==> src/rtl/whack_pkg.sv <==
`default_nettype none
// ---------------------------------------------------------------------------
// whack_pkg : shared hole geometry, colours and pipeline types   (rev 1.0)
// ---------------------------------------------------------------------------
package whack_pkg;

   localparam int HOLE_COUNT  = 9;
   localparam int SPRITE_SIZE = 16;

   // Index 0 is the leftmost column / top row.
   localparam logic [2:0][9:0] HOLE_X = {10'd448, 10'd288, 10'd128};
   localparam logic [2:0][9:0] HOLE_Y = {10'd368, 10'd240, 10'd112};

   localparam logic [11:0] COLOR_BLACK  = 12'h000;
   localparam logic [11:0] COLOR_GRASS  = 12'h0A0;
   localparam logic [11:0] COLOR_HOLE   = 12'h420;
   localparam logic [11:0] COLOR_CURSOR = 12'hFF0;

   localparam logic [1:0] SHAPE_MOLE = 2'd0;
   localparam logic [3:0] NO_CURSOR  = 4'd15;

   typedef struct packed {
      logic       hole;
      logic [3:0] idx;
      logic       on_edge;
      logic       video_on;
      logic       hsync;
      logic       vsync;
   } stage_t;

   localparam stage_t STAGE_RESET = '{hole: 1'b0, idx: 4'd0, on_edge: 1'b0,
                                      video_on: 1'b0, hsync: 1'b1, vsync: 1'b1};

endpackage
`default_nettype wire

==> src/rtl/hole_locator.sv <==
`default_nettype none
// ---------------------------------------------------------------------------
// hole_locator : maps a screen pixel to hole index and sprite coords (rev 1.0)
// ---------------------------------------------------------------------------
module hole_locator
   import whack_pkg::*;
#(
   parameter int SCALE = 4
) (
   input  logic [9:0] hcount,
   input  logic [9:0] vcount,
   output logic       hole,
   output logic [3:0] hole_idx,
   output logic [3:0] sx,
   output logic [3:0] sy,
   output logic       on_edge
);

   localparam logic [9:0] AREA = 10'(SPRITE_SIZE * SCALE);

   logic       in_col, in_row;
   logic [1:0] col, row;
   logic [9:0] lx, ly;

   always_comb begin
      in_col = 1'b0;
      in_row = 1'b0;
      col    = 2'd0;
      row    = 2'd0;
      lx     = 10'd0;
      ly     = 10'd0;
      for (int i = 0; i < 3; i++) begin
         if (hcount >= HOLE_X[i] && hcount < HOLE_X[i] + AREA) begin
            in_col = 1'b1;
            col    = 2'(i);
            lx     = hcount - HOLE_X[i];
         end
         if (vcount >= HOLE_Y[i] && vcount < HOLE_Y[i] + AREA) begin
            in_row = 1'b1;
            row    = 2'(i);
            ly     = vcount - HOLE_Y[i];
         end
      end
      hole     = in_col && in_row;
      hole_idx = {2'b00, row} * 4'd3 + {2'b00, col};
      // Constant divisor: reduces to a shift for power-of-two SCALE.
      sx       = 4'(lx / SCALE);
      sy       = 4'(ly / SCALE);
      on_edge  = (lx < 10'd2) || (lx >= AREA - 10'd2) ||
                 (ly < 10'd2) || (ly >= AREA - 10'd2);
   end

endmodule
`default_nettype wire

==> src/rtl/sprite_compositor.sv <==
`default_nettype none
// ---------------------------------------------------------------------------
// sprite_compositor : 3-stage mole/hole/cursor compositor over VGA    (rev 1.0)
// ---------------------------------------------------------------------------
module sprite_compositor
   import whack_pkg::*;
#(
   parameter int          SCALE        = 4,
   parameter logic [11:0] BG_COLOR     = COLOR_GRASS,
   parameter logic [11:0] HOLE_COLOR   = COLOR_HOLE,
   parameter logic [11:0] CURSOR_COLOR = COLOR_CURSOR
) (
   input  logic                  clk,
   input  logic                  Reset,
   input  logic                  pix_en,
   input  logic [9:0]            hcount,
   input  logic [9:0]            vcount,
   input  logic                  video_on_in,
   input  logic                  hsync_in,
   input  logic                  vsync_in,
   input  logic [HOLE_COUNT-1:0] mole_active,
   input  logic [3:0]            cursor_hole,
   output logic [3:0]            sprite_x,
   output logic [3:0]            sprite_y,
   output logic [1:0]            sprite_shape,
   input  logic                  sprite_r,
   input  logic                  sprite_g,
   input  logic                  sprite_b,
   input  logic                  sprite_a,
   output logic [11:0]           vga_rgb,
   output logic                  vga_hsync,
   output logic                  vga_vsync
);

   logic                  loc_hole, loc_edge;
   logic [3:0]            loc_idx, loc_x, loc_y;
   stage_t                s1, s2;
   logic [HOLE_COUNT-1:0] shadow_mask;
   logic [3:0]            shadow_cursor;
   logic [11:0]           color;

   hole_locator #(.SCALE(SCALE)) u_locator (
      .hcount   (hcount),
      .vcount   (vcount),
      .hole     (loc_hole),
      .hole_idx (loc_idx),
      .sx       (loc_x),
      .sy       (loc_y),
      .on_edge  (loc_edge)
   );

   assign sprite_shape = SHAPE_MOLE;

   always_ff @(posedge clk) begin
      if (Reset) begin
         s1            <= STAGE_RESET;
         s2            <= STAGE_RESET;
         sprite_x      <= 4'd0;
         sprite_y      <= 4'd0;
         vga_rgb       <= COLOR_BLACK;
         vga_hsync     <= 1'b1;
         vga_vsync     <= 1'b1;
         shadow_mask   <= '0;
         shadow_cursor <= NO_CURSOR;
      end else if (pix_en) begin
         s1 <= '{hole: loc_hole, idx: loc_idx, on_edge: loc_edge,
                 video_on: video_on_in, hsync: hsync_in, vsync: vsync_in};
         if (loc_hole) begin
            sprite_x <= loc_x;
            sprite_y <= loc_y;
         end
         // s2 lines up with the sprite memory word addressed from s1.
         s2        <= s1;
         vga_rgb   <= color;
         vga_hsync <= s2.hsync;
         vga_vsync <= s2.vsync;
         if (hcount == 10'd0 && vcount == 10'd0) begin
            shadow_mask   <= mole_active;
            shadow_cursor <= cursor_hole;
         end
      end
   end

   // Hole indices never exceed 8, so cursor values 9..15 never match.
   always_comb begin
      color = BG_COLOR;
      if (!s2.video_on)
         color = COLOR_BLACK;
      else if (s2.hole && s2.idx == shadow_cursor && s2.on_edge)
         color = CURSOR_COLOR;
      else if (s2.hole && shadow_mask[s2.idx] && sprite_a)
         color = {{4{sprite_r}}, {4{sprite_g}}, {4{sprite_b}}};
      else if (s2.hole)
         color = HOLE_COLOR;
   end

endmodule
`default_nettype wire

==> config.mk <==
export PLATFORM = sky130hd
export DESIGN_NAME = sprite_compositor
export DESIGN_NICKNAME = d
export VERILOG_FILES = /design/src/rtl/whack_pkg.sv /design/src/rtl/hole_locator.sv /design/src/rtl/sprite_compositor.sv
export SDC_FILE = /design/constraint.sdc
export NUM_CORES = 1
export LEC_CHECK = 0
export ABC_CLOCK_PERIOD_IN_PS = 3400
export BUFFER_PORTS_ARGS = -buffer_cell sky130_fd_sc_hd__buf_2
export CAP_MARGIN = 10
export CORE_MARGIN = 4
export CORE_UTILIZATION = 53
export CTS_CLUSTER_DIAMETER = 150
export DETAILED_ROUTE_END_ITERATION = 7
export PLACE_DENSITY = 0.82
export SLEW_MARGIN = 30
export SYNTH_ARGS = -nofsm -noshare
export SYNTH_HDL_FRONTEND = slang
export SYNTH_HIERARCHICAL = 1
export SYNTH_SLANG_ARGS = --single-unit
==> constraint.sdc <==
create_clock -name clk -period 3.4 [get_ports clk]
set_input_delay 0.68 -clock clk [delete_from_list [all_inputs] [get_ports clk]]
set_output_delay 0.68 -clock clk [all_outputs]
set_load 0.005 [all_outputs]
* Yosys cells after proc, flatten, opt, wreduce, memory -nomap -nowiden
Cells that the tools add are included.
Operators by class: add/sub/neg operators 7, multipliers 1, divide/modulo/power cells 0, order comparisons 17, equal/unequal tests 1, shift-type cells 0, muxes and demuxes 22, bitwise logic cells 0, reductions and logical operators 19
Operators by type and width (number):
- 2-to-1 mux 10 bit | 6
- 2-to-1 mux 12 bit | 3
- greater-or-equal comparator 10 x 9 -> 1 bit, second input constant | 3
- less-than comparator 10 x 9 -> 1 bit, second input constant | 3
- subtractor 10 x 9 -> 10 bit, second input constant | 3
- greater-or-equal comparator 10 x 6 -> 1 bit, second input constant | 2
- greater-or-equal comparator 10 x 8 -> 1 bit, second input constant | 2
- zero test 10 bit | 2
- less-than comparator 10 x 2 -> 1 bit, second input constant | 2
- less-than comparator 10 x 8 -> 1 bit, second input constant | 2
- subtractor 10 x 8 -> 10 bit, second input constant | 2
- logical AND 1 bit | 12
- 2-to-1 mux 11 bit | 1
- greater-or-equal comparator 10 x 7 -> 1 bit, second input constant | 1
- less-than comparator 10 bit, second input constant | 1
- subtractor 10 x 7 -> 10 bit, second input constant | 1
- 2-to-1 mux 1 bit | 9
- less-than comparator 4 x 5 -> 1 bit, second input constant | 1
- adder 4 x 2 -> 4 bit | 1
- binary-select mux 1 bit (select 4 bit) | 1
- == test 4 bit | 1
- multiplier 2 x 2 -> 4 bit, second input constant | 1
- 2-to-1 mux 2 bit | 2
- AND reduction 2 bit | 2
- logical OR 1 bit | 3
Word-level totals: register bits after elaboration 53, bits in latches 0, bits in writable memories 0, ROM bits 0, logic and storage cells 86, memories 0

* Logic depth before layout (Yosys ltp)
Gate-level depths: netlist of the first run.
word-level depth 9, mapped depth 13, depth with buffers taken out 13

* Cells and area by module
Netlist of the first run, hierarchy kept.
Modules (own cells, without submodules):
- sprite_compositor | instances 1, cells an instance 206, area each 1981.9 µm²
- hole_locator | instances 1, cells an instance 93, area each 714.4 µm²

* Worst setup path after synthesis of the first run
No wires, ideal clock.
kind input to register, start input hcount[1], end register s1[6] in the netlist's numbering, setup time 0.128 ns, data arrival time 2.993 ns, data required time 3.272 ns, slack 0.280 ns, cell stages on the path 11, buffers on the path 0, path through or4_1 -> o32a_1 -> nor3_4 -> and2_2 -> ha_1 -> ha_1 -> inv_1 -> fa_1 -> inv_1 -> mux2i_1 -> nor2_1
On the way: cells in the longest elaborated chain, start to end 5, elaborated cells between the ends (all ways) 9, classes of those cells add/sub: 1; order compare: 4; mux: 2; reduce/logical: 2
Ends and longest elaborated chain:
- from (decl) | RTL line sprite_compositor.sv:16 | input logic [9:0] hcount,
- greater-or-equal comparator 10 x 9 -> 1 bit or less-than comparator 10 x 9 -> 1 bit (tied branches) | RTL line hole_locator.sv:33 | if (hcount >= HOLE_X[i] && hcount < HOLE_X[i] + AREA) begin
- logical AND 1 bit | RTL line hole_locator.sv:33
- 2-to-1 mux 1 bit | RTL line hole_locator.sv:33
- 2-to-1 mux 2 bit (*) | RTL line hole_locator.sv:33
- adder 4 x 2 -> 4 bit (*) | RTL line hole_locator.sv:45 | hole_idx = {2'b00, row} * 4'd3 + {2'b00, col};
- net loc_idx[2] | RTL line sprite_compositor.sv:36 | logic [3:0] loc_idx, loc_x, loc_y;
- to (signal assigned) | RTL line sprite_compositor.sv:66 | s1 <= '{hole: loc_hole, idx: loc_idx, on_edge: loc_edge,
- to (decl) | RTL line sprite_compositor.sv:37 | stage_t s1, s2;
The timed path passes the listed nets; every way through them passes the cells marked *. A chain may end at the register's enable or synchronous reset.

* Final worst setup path of the first run
Same ends and word-level chain as after synthesis.

==> impl_results.md, run 1 <==
* Status: complete, no violations
* Post-Syn Area per Cell at 9.02 um^2
* Simple-gate share of the synthesized area at 0.229
* Setup violators final at 0
* Largest family of logic cells by synthesized area: simple AND/OR/NAND/NOR gates
* Synth area leader: dfxtp_1
* Mux cell area share after synthesis at 0.0974
* Max transition margin at 0.444
* CP delay by family, top: simple AND/OR/NAND/NOR gates
* Final Power at 1.19 mW
* Post-CTS setup buffers at 0
* Antenna diodes at 0
* Post-Syn Area at 0.00270 mm^2
* Die Height at 79.3 um
* Clock root buffer: clkbuf_8
* Final Max Slew Viols at 0
* I/O pin cnt at 67
* Crit-path max FO at 4
* Site Rows at 25
* H-tree Lvls at 2
* First-pass GRT wire length at 9650 um
* CP arrival at 3.12 ns
* Final period util at 0.873
* CORE AREA at 0.00482 mm^2
* Number of max-cap violations at 0
* First-pass DRT Iterations at 5
* Post-Synthesis Cells at 299
* Initial antenna violation count at 0
* Clk pin slew, worst setup/hold paths at 0.08 ns
* Final setup skew at 0.00928 ns
* Slowest stage delay, CP at 0.59 ns
* Hold path cells at 2
* Post-synthesis sequential area ratio at 0.349
* Leakage at 1.36 nW
* Maximum VDD drop at 0.292 mV
* Unrepaired setup endpoints after global routing: no
* GRT Resource Usage Total at 0.191
* Adder-cell share of the synthesized area at 0.0724
* Worst-Skew Late Latency at 0.29 ns
* Post-DP HPWL at 4320 um
* Startpoint Class: primary input
* WL final at 5790 um
* Chip width at 79.3 um
* Synth cell types at 59
* Synth-to-layout area growth at 16.2%
* Post-CTS resize count at 0
* Post-route ant nets at 0
* Hold WC Path Type: reg -> reg
* Hold Path End: sprite_x[2]$_SDFFE_PP0P_
* Setup TNS at 0 ns
* Worst Hold Launch: sprite_x[2]$_SDFFE_PP0P_
* Via Count at 2299
* PwrDens at 378 mW/mm^2
* R2r startpoint: s2[4]$_SDFFE_PP0P_
* Layout cells sized above 1 at 0.248
* R2r setup slk at 1.38 ns
* Async SR Flop Fraction at 0
* Synth Area in XOR/XNOR at 0.0260
* Drt via density at 5.45
* Port buffer count at 64
* Wirelength per Cell at 13.7 um
* Warnings from Yosys at 6
* DIE AREA at 0.00629 mm^2
* Cts bufs inserted at 5
* RePlAce Congestion at 0.830
* Slew @ Worst Pin at 0.834 ns
* Worst R2R Path Depth at 5
* WP data required at 3.55 ns
* Top cells by area, synth: dfxtp_1 35%, mux2i_1 8.9%, ha_1 6.5%, nor2_1 4.3%, a211o_1 3.2%
* Slowest library cell on the worst path: or4_1
* Max frequency at 0.337 GHz
* Compound-Gate Fraction of Synth Area at 0.161
* Post-layout net count at 412
* CP Class: in -> reg
* Detailed-route DRC error count at 0
* Drt initial violations at 186
* Number of global-route vias before repair at 2141
* Critical path endpoint category: register
* Buffers and inverters on the worst path at 3
* Worst r2r dst: vga_rgb[10]$_SDFFE_PP0P_
* CP cell instances: buf_2, or4_1, o32a_1, nor3_4, and2_2, ha_1, ha_1, inv_1, fa_1, inv_1, mux2i_1, nor2_1
* CTS Buffer Depth at 2
* Synthesized flop and latch total at 47
* Cts hold-fix bufs at 0
* Initial Util at 0.560
* Top FF cell, synth: dfxtp_1
* Post-synth EDFFs at 0
* Largest net degree at the start of global routing at 48
* Clock Sinks at 47
* Min Tclk post-route at 2.97 ns
* Final Hold Violating Endpoints at 0
* Number of fill cells at 449
* CTS tree: yes
* Post-synth top area share at 0.349
* Grt ovf at 0
==> logic make-up after synthesis <==
family                   count (synthesis)
multiplexers                            25
flip-flops                              47
AND/OR/NAND/NOR                        115
XOR/XNOR                                 8
AO/OA/AOI/OAI                           56
other                                    1
adder cells (fa/ha/maj)                 15
buffers and inverters                   32
==> through the flow <==
stage	worst slack (ns)	util	instance area, um^2	cells	hold WS, ns
2_1_floorplan	0.280	-	2700	300	0.431
3_3_place_gp	0.167	0.623	3000	414	0.438
3_5_place_dp	0.139	0.623	3000	414	0.445
4_1_cts	0.439	0.651	3130	422	0.457
5_1_grt	0.256	0.651	3130	422	0.478
6_report	0.430	0.651	3130	422	0.455
==> final cells by class <==
class / instances / area (um^2) / area share
Clock buffer: 6 / 72.6 / 0.0232
Timing Repair Buffer: 68 / 350 / 0.112
Inverter: 11 / 41.3 / 0.0132
Multi-Input combinational cell: 221 / 1590 / 0.506
Tap cell: 67 / 83.8 / 0.0267
Clock inverter: 2 / 60.1 / 0.0192
Sequential cell: 47 / 941 / 0.300
==> layer usage <==
layer	share of wire	GRT usage	wire [um]	up-vias
li1	-	-	-	1162
met1	0.43	0.248	2500	1060
met2	0.50	0.319	2880	68
met3	0.057	0.0340	333	9
met4	0.014	0.0636	81	0
met5	0	0	0	-
==> Yosys cell counts, types with 3 or more instances <==
library cell,instances
ha_1,14
a21oi_1,16
xor2_1,5
mux2i_1,24
a211o_1,10
o21ai_0,4
buf_4,8
xnor2_1,3
a21boi_0,3
nor2b_1,10
nor2_1,31
nand3b_1,4
nand3_1,12
nor3_1,3
nand2_1,23
and2_1,10
buf_6,3
buf_1,5
nor4_1,7
inv_1,10
clkbuf_1,4
dfxtp_1,47
==> worst max-delay path by stage <==
stage	slack, ns	cells past startpoint	start	end
floorplan	0.28	11	hcount[1]	s1[6]$_SDFFE_PP0P_
global placement	0.17	12	hcount[1]	s1[6]$_SDFFE_PP0P_
detailed placement	0.14	12	hcount[1]	s1[6]$_SDFFE_PP0P_
CTS	0.44	12	hcount[1]	s1[6]$_SDFFE_PP0P_
global route	0.26	12	hcount[1]	s1[6]$_SDFFE_PP0P_
finish	0.43	12	hcount[1]	s1[6]$_SDFFE_PP0P_
==> placed cells by master (no fill, tap or decap), types with 2 or more instances in the layout <==
cell       netlist  final
ha_1            14     14
nor4_1           7      7
nand3b_1         4      4
clkbuf_8         0      5
mux2i_1         24     24
o21ai_0          4      4
xnor2_1          3      3
a21boi_0         3      3
a21o_1           2      2
buf_4            8      4
buf_2            1     64
o211a_1          2      2
a41oi_1          2      2
a211o_1         10     10
nand2_1         23     23
o22ai_1          2      2
inv_1           10     10
bufinv_16        0      2
nand3_1         12     12
or4_1            2      2
nor3_1           3      3
and2_1          10     10
dfxtp_1         47     47
nand4_1          2      2
conb_1           1      2
a21oi_1         16     16
xor2_1           5      5
nor2_1          31     31
nor2b_1         10     10
==> flip-flops by register name, summed over array words and instances, names as in the netlist <==
signal         cells
shadow_cursor      4
vga_rgb            6
sprite_y           4
shadow_mask        9
s1                 9
vga_vsync          1
sprite_x           4
vga_hsync          1
s2                 9
==> report_power, final <==
| part | switching [mW] | leakage (nW) | internal, mW |
|---|---|---|---|
| clock | 0.177 | 0.0654 | 0.294 |
| sequential | 0.00599 | 0.381 | 0.560 |
| combinational | 0.0841 | 0.916 | 0.0635 |
| total | 0.267 | 1.36 | 0.918 |
==> worst register-to-register path: stages, from the launching register on <==
cell and delay, ns:
dfxtp_1 0.51, mux4_2 0.54, or2_1 0.24, a21o_1 0.19, a41oi_1 0.27, o22ai_1 0.12
Power figures use the tool's default switching activity.
==> run 2: changes to the inputs <==
--- a/config.mk
+++ b/config.mk
@@ -12,7 +12,9 @@
 export CORE_UTILIZATION = 53
 export CTS_CLUSTER_DIAMETER = 150
 export DETAILED_ROUTE_END_ITERATION = 7
+export MAX_ROUTING_LAYER = met4
 export PLACE_DENSITY = 0.82
+export REMOVE_ABC_BUFFERS = 1
 export SLEW_MARGIN = 30
 export SYNTH_ARGS = -nofsm -noshare
 export SYNTH_HDL_FRONTEND = slang
==> impl_results.md, run 2 (synthesis results as in run 1) <==
* Clk pin slew, worst setup/hold paths at 0.09 ns (was 0.08 ns)
* Final period util at 0.859 (was 0.873)
* Final setup skew at 0.00707 ns (was 0.00928 ns)
* Detailed-route DRC error count at 0 (unchanged)
* Worst r2r dst: vga_rgb[7]$_SDFFE_PP0P_ (was vga_rgb[10]$_SDFFE_PP0P_)
* Crit path from: hcount[1] (unchanged)
* Layout cells sized above 1 at 0.251 (was 0.248)
* Post-DP HPWL at 4500 um (was 4320 um)
* Multi-input logic area at 0.00159 mm^2 (unchanged)
* Synth-to-layout area growth at 15.8% (was 16.2%)
* Initial antenna violation count at 0 (unchanged)
* Max transition margin at 0.452 (was 0.444)
* Status: complete, no violations (unchanged)
* Initial Util at 0.560 (unchanged)
* Number of global-route vias before repair at 2163 (was 2141)
* Unrepaired setup endpoints after global routing: no (unchanged)
* Startpoint Class: primary input (unchanged)
* Hold path cells at 2 (unchanged)
* Clock Sinks at 47 (unchanged)
* CP arrival at 3.08 ns (was 3.12 ns)
* Regs by FF count: s1: 9 flops, s2: 9 flops, shadow_mask: 9 flops (unchanged)
* First-pass DRT Iterations at 4 (was 5)
* First-pass GRT wire length at 9760 um (was 9650 um)
* Maximum VDD drop at 0.248 mV (was 0.292 mV)
* Setup TNS at 0 ns (unchanged)
* Crit-path max FO at 4 (unchanged)
* DIE AREA at 0.00629 mm^2 (unchanged)
* Chip width at 79.3 um (unchanged)
* Final Max Slew Viols at 0 (unchanged)
* Drt via density at 5.50 (was 5.45)
* RePlAce Congestion at 0.923 (was 0.830)
* Hold WC Path Type: reg -> reg (unchanged)
* Commonest non-fill, non-tap cell in the layout: buf_2 (unchanged)
* I/O pin cnt at 67 (unchanged)
* Cts hold-fix bufs at 0 (unchanged)
* Via Count at 2323 (was 2299)
* Leakage at 1.36 nW (about the same)
* Post-CTS setup buffers at 0 (unchanged)
* M3 GR Usage at 0.0374 (was 0.0340)
* Worst-Skew Late Latency at 0.30 ns (was 0.29 ns)
* Port buffer count at 64 (unchanged)
* WL final at 5970 um (was 5790 um)
* Number of max-cap violations at 0 (unchanged)
* PwrDens at 367 mW/mm^2 (was 378 mW/mm^2)
* Cts bufs inserted at 5 (unchanged)
* Critical path endpoint category: register (unchanged)
* Setup violators final at 0 (unchanged)
* Wirelength per Cell at 14.1 um (was 13.7 um)
* Worst Hold Launch: sprite_y[1]$_SDFFE_PP0P_ (was sprite_x[2]$_SDFFE_PP0P_)
* Number of fill cells at 424 (was 449)
* Clock root buffer: clkbuf_8 (unchanged)
* Grt ovf at 0 (unchanged)
* GRT Resource Usage Total at 0.196 (was 0.191)
* Die Height at 79.3 um (unchanged)
* Worst R2R Path Depth at 5 (unchanged)
* Post-route ant nets at 0 (unchanged)
* Slew @ Worst Pin at 0.821 ns (was 0.834 ns)
* R2r setup slk at 1.37 ns (was 1.38 ns)
* Final core utilization at 0.648 (was 0.651)
* GRT met1 Usage at 0.235 (was 0.248)
* Layer with the highest usage: met2 (unchanged)
* Max frequency at 0.343 GHz (was 0.337 GHz)
* Post-layout net count at 412 (unchanged)
* Largest net degree at the start of global routing at 48 (unchanged)
* Final Hold Violating Endpoints at 0 (unchanged)
* Register area at 941 um^2 (unchanged)
* Hold Path End: sprite_y[1]$_SDFFE_PP0P_ (was sprite_x[2]$_SDFFE_PP0P_)
* CTS tree: yes (unchanged)
* Drt initial violations at 136 (was 186)
* Min Tclk post-route at 2.92 ns (was 2.97 ns)
* Antenna diodes at 0 (unchanged)
* WP data required at 3.56 ns (was 3.55 ns)
* Site Rows at 25 (unchanged)
* R2r startpoint: s2[4]$_SDFFE_PP0P_ (unchanged)
* Most frequent cells in the layout: 64 x buf_2, 47 x dfxtp_1, 31 x nor2_1 (unchanged)
* Post-CTS resize count at 0 (unchanged)
* CP Class: in -> reg (unchanged)
* Met2 Track Usage GR at 0.329 (was 0.319)
* CORE AREA at 0.00482 mm^2 (unchanged)
* H-tree Lvls at 2 (unchanged)
* CTS Buffer Depth at 2 (unchanged)
run 2: final cells by class:
class	count	share of cell area
Clock buffer	6	0.0264
Clock inverter	2	0.0124
Inverter	11	0.0132
Multi-Input combinational cell	221	0.508
Timing Repair Buffer	68	0.112
Sequential cell	47	0.301
Tap cell	67	0.0268
run 2: routing by layer:
| layer | vias to the layer above | routed length (um) |
|---|---|---|
| li1 | 1163 | - |
| met1 | 1069 | 2530 |
| met2 | 77 | 2990 |
| met3 | 14 | 302 |
| met4 | 0 | 138 |
| met5 | - | 0 |
run 2: where the power goes:
part	leakage, nW	switching (mW)	internal, mW	total (mW)
Combinational	0.916	0.0858	0.0639	0.150
Clock	0.0618	0.189	0.242	0.431
Sequential	0.381	0.00613	0.560	0.567
run 2: how the worst max path moves through the flow:
stage / end / slack [ns] / cells past startpoint
detailed placement: s1[6]$_SDFFE_PP0P_ / 0.15 / 12
CTS: s1[6]$_SDFFE_PP0P_ / 0.47 / 12
global placement: s1[6]$_SDFFE_PP0P_ / 0.19 / 12
floorplan: s1[6]$_SDFFE_PP0P_ / 0.29 / 11
global route: s1[6]$_SDFFE_PP0P_ / 0.37 / 12
finish: s1[6]$_SDFFE_PP0P_ / 0.48 / 12
run 2: per-stage QoR:
step           worst slack (ns)  hold WS (ns)  area, um^2  power, mW  cells
2_1_floorplan             0.293         0.431        2570      0.652    279
3_3_place_gp              0.192         0.442        3000      0.722    414
3_5_place_dp              0.147         0.445        3000      0.727    414
4_1_cts                   0.472         0.457        3120       1.15    422
5_1_grt                   0.370         0.491        3120       1.20    422
6_report                  0.481         0.455        3120       1.15    422
run 2: worst max-delay path, cell delays in order:
cell     delay, ns
buf_2         0.13
or4_1         0.56
o32a_1        0.38
nor3_4        0.17
and2_2        0.16
ha_1          0.13
ha_1          0.13
inv_1         0.05
fa_1          0.47
inv_1         0.04
mux2i_1       0.13
nor2_1        0.05
